File: config.mk
export PLATFORM = sky130hd
export DESIGN_NAME = pcs_rx_link_ctrl
export DESIGN_NICKNAME = d
export VERILOG_FILES = /design/src/rtl/pcs_rx_ctrl_pkg.sv /design/src/rtl/sync_2ff.sv /design/src/rtl/pcs_rx_link_ctrl.sv
export SDC_FILE = /design/constraint.sdc
export NUM_CORES = 1
export LEC_CHECK = 0
export CAP_MARGIN = 10
export CORE_ASPECT_RATIO = 0.7
export CORE_MARGIN = 2
export CORE_UTILIZATION = 53
export DETAILED_ROUTE_END_ITERATION = 10
export GPL_TIMING_DRIVEN = 0
export MAX_ROUTING_LAYER = met4
export PLACE_DENSITY = 0.78
export SYNTH_ARGS = -nofsm -noshare
export SYNTH_HDL_FRONTEND = slang
export SYNTH_SLANG_ARGS = --single-unit
File: constraint.sdc
create_clock -name pcs_clk -period 6.4 [get_ports pcs_clk]
set_input_delay 1.6 -clock pcs_clk [delete_from_list [all_inputs] [get_ports pcs_clk]]
set_output_delay 1.6 -clock pcs_clk [all_outputs]
set_load 0.005 [all_outputs]
File: src/rtl/pcs_rx_ctrl_pkg.sv
// Shared types and defaults for the PCS RX link bring-up sequencer.
// State encoding is visible on state_o, so the values below are fixed.
package pcs_rx_ctrl_pkg;

  typedef enum logic [2:0] {
    ST_RST      = 3'd0,
    ST_WAIT_SD  = 3'd1,
    ST_WAIT_BS  = 3'd2,
    ST_WAIT_AM  = 3'd3,
    ST_WAIT_DSK = 3'd4,
    ST_UP       = 3'd5,
    ST_RETRY    = 3'd6,
    ST_ILLEGAL  = 3'd7
  } link_state_e;

  localparam int DEF_RST_CYCLES  = 16;
  localparam int DEF_BS_TIMEOUT  = 8192;
  localparam int DEF_AM_TIMEOUT  = 65536;
  localparam int DEF_DSK_TIMEOUT = 4096;
  localparam int DEF_TMO_W       = 17;
  localparam int RETRY_W         = 8;

  // Lanes stay in reset until SerDes lock is seen, and are reset again on a retry.
  function automatic logic holds_lane_rst(input link_state_e s);
    return (s == ST_RST) || (s == ST_WAIT_SD) || (s == ST_RETRY);
  endfunction

endpackage

File: src/rtl/sync_2ff.sv
// Two-flop synchronizer for quasi-static lock flags from foreign clock domains.
module sync_2ff #(
  parameter int W = 1
) (
  input  logic         clk,
  input  logic         rst_n,
  input  logic [W-1:0] d_i,
  output logic [W-1:0] q_o
);

  logic [W-1:0] meta_q;
  logic [W-1:0] sync_q;

  always_ff @(posedge clk or negedge rst_n) begin
    if (!rst_n) begin
      meta_q <= '0;
      sync_q <= '0;
    end else begin
      meta_q <= d_i;
      sync_q <= meta_q;
    end
  end

  assign q_o = sync_q;

endmodule

File: src/rtl/pcs_rx_link_ctrl.sv
// Link bring-up/recovery sequencer for the multi-lane PCS RX datapath.
// Walks SerDes -> block sync -> AM lock -> deskew and restarts on lock loss or stage timeout.
module pcs_rx_link_ctrl
  import pcs_rx_ctrl_pkg::*;
#(
  parameter int LANE_N      = 4,
  parameter int RST_CYCLES  = DEF_RST_CYCLES,
  parameter int BS_TIMEOUT  = DEF_BS_TIMEOUT,
  parameter int AM_TIMEOUT  = DEF_AM_TIMEOUT,
  parameter int DSK_TIMEOUT = DEF_DSK_TIMEOUT,
  parameter int TMO_W       = DEF_TMO_W
) (
  input  logic                pcs_clk,
  input  logic                nreset,
  input  logic [LANE_N-1:0]   serdes_lock_i,
  input  logic [LANE_N-1:0]   bs_lock_v_i,
  input  logic [LANE_N-1:0]   am_lock_v_i,
  input  logic                deskew_v_i,
  output logic [LANE_N-1:0]   lane_rst_o,
  output logic                realign_o,
  output logic                link_up_o,
  output logic [2:0]          state_o,
  output logic [RETRY_W-1:0]  retry_cnt_o
);

  localparam logic [TMO_W-1:0]   RST_LAST  = TMO_W'(RST_CYCLES - 1);
  localparam logic [TMO_W-1:0]   BS_LAST   = TMO_W'(BS_TIMEOUT - 1);
  localparam logic [TMO_W-1:0]   AM_LAST   = TMO_W'(AM_TIMEOUT - 1);
  localparam logic [TMO_W-1:0]   DSK_LAST  = TMO_W'(DSK_TIMEOUT - 1);
  localparam logic [TMO_W-1:0]   TMO_ONE   = TMO_W'(1);
  localparam logic [RETRY_W-1:0] RETRY_ONE = RETRY_W'(1);

  logic [LANE_N-1:0] serdes_sync;
  logic [LANE_N-1:0] bs_sync;

  sync_2ff #(.W(LANE_N)) u_sync_serdes (
    .clk   (pcs_clk),
    .rst_n (nreset),
    .d_i   (serdes_lock_i),
    .q_o   (serdes_sync)
  );

  sync_2ff #(.W(LANE_N)) u_sync_bs (
    .clk   (pcs_clk),
    .rst_n (nreset),
    .d_i   (bs_lock_v_i),
    .q_o   (bs_sync)
  );

  link_state_e          state_q,    state_d;
  logic [TMO_W-1:0]     tmo_q,      tmo_d;
  logic [RETRY_W-1:0]   retry_q,    retry_d;
  logic [LANE_N-1:0]    lane_rst_q, lane_rst_d;
  logic                 realign_q,  realign_d;
  logic                 link_up_q,  link_up_d;

  logic sd_ok, bs_ok, am_ok;

  always_comb begin
    sd_ok     = &serdes_sync;
    bs_ok     = &bs_sync;
    am_ok     = &am_lock_v_i;
    state_d   = state_q;
    realign_d = 1'b0;

    // Lock-loss checks come first in each state so that they beat stage progress.
    case (state_q)
      ST_RST: begin
        if (tmo_q == RST_LAST) state_d = ST_WAIT_SD;
      end
      ST_WAIT_SD: begin
        if (sd_ok) state_d = ST_WAIT_BS;
      end
      ST_WAIT_BS: begin
        if (!sd_ok) begin
          state_d = ST_RETRY;
        end else if (bs_ok) begin
          state_d   = ST_WAIT_AM;
          realign_d = 1'b1;
        end else if (tmo_q == BS_LAST) begin
          state_d = ST_RETRY;
        end
      end
      ST_WAIT_AM: begin
        if (!sd_ok || !bs_ok)        state_d = ST_RETRY;
        else if (am_ok)              state_d = ST_WAIT_DSK;
        else if (tmo_q == AM_LAST)   state_d = ST_RETRY;
      end
      ST_WAIT_DSK: begin
        if (!sd_ok || !bs_ok || !am_ok) state_d = ST_RETRY;
        else if (deskew_v_i)            state_d = ST_UP;
        else if (tmo_q == DSK_LAST)     state_d = ST_RETRY;
      end
      ST_UP: begin
        if (!sd_ok || !bs_ok || !am_ok) begin
          state_d = ST_RETRY;
        end else if (!deskew_v_i) begin
          // Deskew slip only needs a realign, not a full lane reset.
          state_d   = ST_WAIT_AM;
          realign_d = 1'b1;
        end
      end
      ST_RETRY: begin
        state_d = ST_RST;
      end
      default: begin
        state_d = ST_RETRY;
      end
    endcase

    if (state_d != state_q)  tmo_d = '0;
    else if (&tmo_q)         tmo_d = tmo_q;
    else                     tmo_d = tmo_q + TMO_ONE;

    retry_d = retry_q;
    if ((state_d == ST_RETRY) && (state_q != ST_RETRY) && !(&retry_q))
      retry_d = retry_q + RETRY_ONE;

    lane_rst_d = {LANE_N{holds_lane_rst(state_d)}};
    link_up_d  = (state_d == ST_UP);
  end

  always_ff @(posedge pcs_clk or negedge nreset) begin
    if (!nreset) begin
      state_q    <= ST_RST;
      tmo_q      <= '0;
      retry_q    <= '0;
      lane_rst_q <= '1;
      realign_q  <= 1'b0;
      link_up_q  <= 1'b0;
    end else begin
      state_q    <= state_d;
      tmo_q      <= tmo_d;
      retry_q    <= retry_d;
      lane_rst_q <= lane_rst_d;
      realign_q  <= realign_d;
      link_up_q  <= link_up_d;
    end
  end

  assign lane_rst_o  = lane_rst_q;
  assign realign_o   = realign_q;
  assign link_up_o   = link_up_q;
  assign state_o     = state_q;
  assign retry_cnt_o = retry_q;

endmodule
### Yosys cells after proc, flatten, opt, wreduce, memory -nomap -nowiden

Index checks and enable logic that the tools add are counted.

* $add $sub $neg: 2
* equal/unequal tests: 16
* muxes and demuxes: 21
* reduce and logical (&&, ||, !) cells: 17

Operators with widths (count)
* $mux 3: 13
* $mux 17: 2
* $pmux 3 s7: 1
* $add 17x1->17 const B: 1
* $eq 17x12->1 const B: 1
* $eq 17x13->1 const B: 1
* $eq 17x16->1 const B: 1
* $eq 17x4->1 const B: 1
* $reduce_and 17->1: 1
* $eq 3x3->1 const B: 5
* $reduce_and 4->1: 3
* $add 8x1->8 const B: 1
* $reduce_and 8->1: 1
* $eq 3x1->1 const B: 2
* $eq 3x2->1 const B: 2
* $logic_not 3->1: 2
* $logic_not 1->1: 4
* $logic_or 1x1->1: 4
* $mux 1: 4
* $ne 3x3->1: 1
* $ne 3x3->1 const B: 1
* $logic_and 1x1->1: 2
* $ne 2x2->1 const B: 1
* $pmux 1 s2: 1

* register bits: 47
* input bits: 15
* output and inout bits: 17
* logic and storage cells: 66

### Logic depth before layout (Yosys ltp)

* depth after elaboration: 9
* gate-level depth with buffers: 13
* mapped depth without buffers: 12

### Hierarchy

From an unflattened synthesis, not the netlist that was laid out.

* cells, all modules: 209
* area total of the unflattened synthesis: 2260.9 µm²

Modules (own cells, without submodules)
* pcs_rx_link_ctrl: times used 1, cells an instance 193, area an instance 1860.5 µm², seq. area each 777.0 µm²
* sync_2ff: times used 2, cells an instance 8, area an instance 200.2 µm², seq. area each 200.2 µm²

### Worst setup path before layout

Ideal clock, no wire load.

* path kind: in2reg
* start point: in am_lock_v_i[2]
* end point: reg tmo_q[10]
* library setup time: 125 ps
* arrival: 2947 ps
* data required time: 6275 ps
* slack: 3328 ps
* cell stages on the path: 7
* buffers on the path: 1
* cells stage by stage: and4_1 -> nor4_1 -> o22a_4 -> a21oi_1 -> o211ai_2 -> buf_4 -> nor3_1

* cells in the longest elaborated chain, start to end: 7
* elaborated cells on any way between the ends: 11
* classes of those cells: eq/ne (2); mux (6); reduce/logical (3)

Ends and longest elaborated chain
* start, declared: line pcs_rx_link_ctrl.sv:17 `input logic [LANE_N-1:0] am_lock_v_i,`
* $reduce_and 4->1 (*): line pcs_rx_link_ctrl.sv:62 `am_ok = &am_lock_v_i;`
* $logic_not 1->1: line pcs_rx_link_ctrl.sv:90, pcs_rx_link_ctrl.sv:95
* $logic_or 1x1->1: line pcs_rx_link_ctrl.sv:90, pcs_rx_link_ctrl.sv:95
* $mux 3, on equally long branches: line pcs_rx_link_ctrl.sv:95, pcs_rx_link_ctrl.sv:90
* $pmux 3 s7 (*): line pcs_rx_link_ctrl.sv:67 `case (state_q)`
* $ne 3x3->1 (*): line pcs_rx_link_ctrl.sv:111 `if (state_d != state_q) tmo_d = '0;`
* $ne 2x2->1 (no line) or $mux 17 (tied branches)
* end signal, assigned: line pcs_rx_link_ctrl.sv:133 `tmo_q <= tmo_d;`
* end, declared: line pcs_rx_link_ctrl.sv:51 `logic [TMO_W-1:0] tmo_q, tmo_d;`

Every way passes the cells marked *; elsewhere a longest branch is shown, timed or not.
A chain may end at the register's enable or synchronous reset.

### Worst setup path after layout

* start point: in am_lock_v_i[2]
* end point: reg tmo_q[11]

Same word-level chain as after synthesis.

==> results.sh <==
export IMPL_cts_buffer_depth=2
export IMPL_top_layer_used="met4"
export IMPL_m1WireLength_mm=2.20
export IMPL_ff2ff_setup_slack_ps=3330
export IMPL_max_freq_ghz=0.278
export IMPL_synth_top_cells_by_area="dfrtp_1, xnor2_1, nor3_1"
export IMPL_skew_ps=9.01
export IMPL_finalHoldViolations=0
export IMPL_avgViaCountPerCell=5.59
export IMPL_synthAdderAreaFrac=0.0223
export IMPL_synth_flop_cell="dfrtp_1"
export IMPL_diodes=0
export IMPL_drc_errors=0
export IMPL_finalSetupTns_ps=0
export IMPL_ys_ff_latch=47
export IMPL_r2r_start="tmo_q[6]$_DFFE_PN0P_"
export IMPL_yosysWarnings=0
export IMPL_ys_seq_area_frac=0.524
export IMPL_nets=258
export IMPL_crit_type="input pin to register"
export IMPL_synth_edf_count=0
export IMPL_synthMuxAreaShare=0.0111
export IMPL_synth_compound_gate_area_share=0.0624
export IMPL_period_minus_slack_ps=3600
export IMPL_status="finished clean"
export IMPL_grt_pass1_vias=1611
export IMPL_cts_repair_resize_count=0
export IMPL_fillCellCount=313
export IMPL_fin_cells=292
export IMPL_place_congestion=0.865
export IMPL_cts_root_buf="clkbuf_8"
export IMPL_synth_area_sq_um=2250
export IMPL_syn_avg_cell_area_sq_um=11.2
export IMPL_synth_top_family_by_area="simple AND/OR/NAND/NOR gates"
export IMPL_setup_viol=0
export IMPL_die_w_microns=81.8
export IMPL_r2r_end="retry_cnt_o[1]$_DFFE_PN0P_"
export IMPL_worstMarginPinSlew_ps=791
export IMPL_synthXorXnorAreaFrac=0.0857
export IMPL_grt_first_pass_wirelength_mm=7.82
export IMPL_syn_nets=219
export IMPL_cts_setup_buffers=0
export IMPL_drv_cap=0
export IMPL_num_vias=1633
export IMPL_whs_ps=354
export IMPL_cp_endpoint="tmo_q[11]$_DFFE_PN0P_"
export IMPL_hp_class="register to register"
export IMPL_end_kind="register"
export IMPL_synth_common_cells="dfrtp_1, nor3_1, nand4_1, xnor2_1, nor2_1"
export IMPL_dp_hpwl_mm=3.32
export IMPL_totalWireLength_mm=4.59
export IMPL_initial_core_util=0.563
export IMPL_leakagePower_nw=1.16
export IMPL_htreeDepth=2
export IMPL_ant_nets=0
export IMPL_pin_count=32
export IMPL_drtIter0Drc=145
export IMPL_grt_util_all_layers=0.230
export IMPL_synth_async_sr_flop_share=1.00
export IMPL_reg2regPathDepth=12
export IMPL_clk_pin_slew_ps=90
export IMPL_cts_buffers=5
export IMPL_drive_gt1_frac=0.117
export IMPL_port_buffers=31
export IMPL_routedWlPerCell_microns=15.7
export IMPL_cts_tree="built"
export IMPL_synthSimpleGateAreaFrac=0.264
export IMPL_dp_cells=284
export IMPL_hold_buffers=0
export IMPL_worstSetupStartpointType="input pin"
export IMPL_area_growth_pct=22.6
export IMPL_firstDrtPassIters=5
export IMPL_antenna_found_initial=0
export IMPL_die_area_sq_um=4790
export IMPL_cp_data_required_time_ps=6620
export IMPL_slew_violations=0
export IMPL_cts_sinks=47
export IMPL_yosysTopAreaCell="dfrtp_1"
export IMPL_syn_inst=200
export IMPL_wl_met2_mm=2.09
export IMPL_power_mw=0.918
export IMPL_ir_drop_v=0.000233
export IMPL_rsz0062_at_grt="no"
export IMPL_die_y_microns=58.5
export IMPL_crit_arrival_ps=3820
export IMPL_cellPowerDensity_nw_per_um2=333
export IMPL_yosysMostFrequentCell="dfrtp_1"
export IMPL_clock_latency_ps=310
export IMPL_wl_met3_microns=223
export IMPL_overflow=0
export IMPL_path_max_fanout=10
export IMPL_num_rows=19
export IMPL_fin_crit_sh=0.562
export IMPL_coreArea_sq_um=3990
export IMPL_grt_max_degree=31
export IMPL_ys_types=46
export IMPL_maxSlewHeadroom=0.470
export IMPL_yosysTopAreaCellShare=0.512
export IMPL_critical_path_startpoint="am_lock_v_i[2]"
[state kept, by name, summed over array words and instances, names as in the netlist]
name / cells
lane_rst_o: 1
link_up_o: 1
realign_o: 1
retry_cnt_o: 8
state_o: 3
tmo_q: 17
u_sync_bs.meta_q: 4
u_sync_bs.q_o: 4
u_sync_serdes.meta_q: 4
u_sync_serdes.q_o: 4
[cell type report]
type,count,area [sq um],share of cell area
Timing Repair Buffer,32,325,0.118
Clock buffer,5,68.8,0.0250
Buffer,7,46.3,0.0168
Multi-Input combinational cell,140,1000,0.363
Clock inverter,3,47.5,0.0173
Sequential cell,47,1180,0.428
Tap cell,52,65.1,0.0236
Inverter,6,22.5,0.00818
[power breakdown]
group	internal (mW)	leakage, nW	switching (mW)
combinational	0.153	0.494	0.171
sequential	0.332	0.605	0.0376
clock	0.118	0.0587	0.106
[metal layers]
| layer | vias up | GRT usage |
|---|---|---|
| met5 | - | - |
| met4 | 0 | 0.0905 |
| met3 | 9 | 0.0521 |
| met1 | 790 | 0.311 |
| li1 | 794 | - |
| met2 | 40 | 0.339 |
[logic make-up after synthesis]
group                      Yosys count
DFF                                 47
and+or+nand+nor                     96
AOI/OAI and AO/OA                   16
buffers and inverters               13
muxes                                2
xor gates and xnor gates            22
adders and majority gates            4
[per-stage QoR]
| stage | setup slack, ps | area, sq um | utilization |
|---|---|---|---|
| floorplan | 3330 | 2250 | - |
| global placement | 2470 | 2620 | 0.657 |
| detailed placement | 2560 | 2640 | 0.660 |
| CTS | 2840 | 2750 | 0.690 |
| global route | 2660 | 2750 | 0.690 |
| finish | 2800 | 2750 | 0.690 |
[worst max-delay path: stages]
cell and delay (ps):
clkdlybuf4s50_1 470, and4_1 320, a31oi_1 130, o22ai_1 490, or3_1 220, o211ai_2 190, buf_4 240, nor3_1 170
[worst min path at each step]
stage | startpoint | to | slack (ps) | cells past startpoint
5_1_grt | u_sync_serdes.meta_q[2]$_DFF_PN0_ | u_sync_serdes.q_o[2]$_DFF_PN0_ | 370 | 0
6_report | u_sync_bs.meta_q[3]$_DFF_PN0_ | u_sync_bs.q_o[3]$_DFF_PN0_ | 350 | 0
4_1_cts | u_sync_bs.meta_q[3]$_DFF_PN0_ | u_sync_bs.q_o[3]$_DFF_PN0_ | 360 | 0
3_3_place_gp | u_sync_serdes.meta_q[2]$_DFF_PN0_ | u_sync_serdes.q_o[2]$_DFF_PN0_ | 330 | 0
2_1_floorplan | u_sync_bs.meta_q[0]$_DFF_PN0_ | u_sync_bs.q_o[0]$_DFF_PN0_ | 330 | 0
3_5_place_dp | u_sync_bs.meta_q[3]$_DFF_PN0_ | u_sync_bs.q_o[3]$_DFF_PN0_ | 330 | 0
[cells in the final DEF (no fill, tap or decap), types with 2 or more instances in the layout]
cell type / instances
a21oi_1: 3
a31oi_1: 3
and2_1: 3
and3_1: 6
and4_1: 2
buf_2: 2
buf_4: 5
clkbuf_8: 5
clkdlybuf4s50_1: 30
dfrtp_1: 46
ha_1: 4
inv_1: 6
nand2_1: 10
nand3_1: 7
nand4_1: 14
nor2_1: 11
nor2b_1: 4
nor3_1: 20
nor4_1: 5
or2_1: 2
xnor2_1: 14
xor2_1: 8
Power figures use the tool's default switching activity.
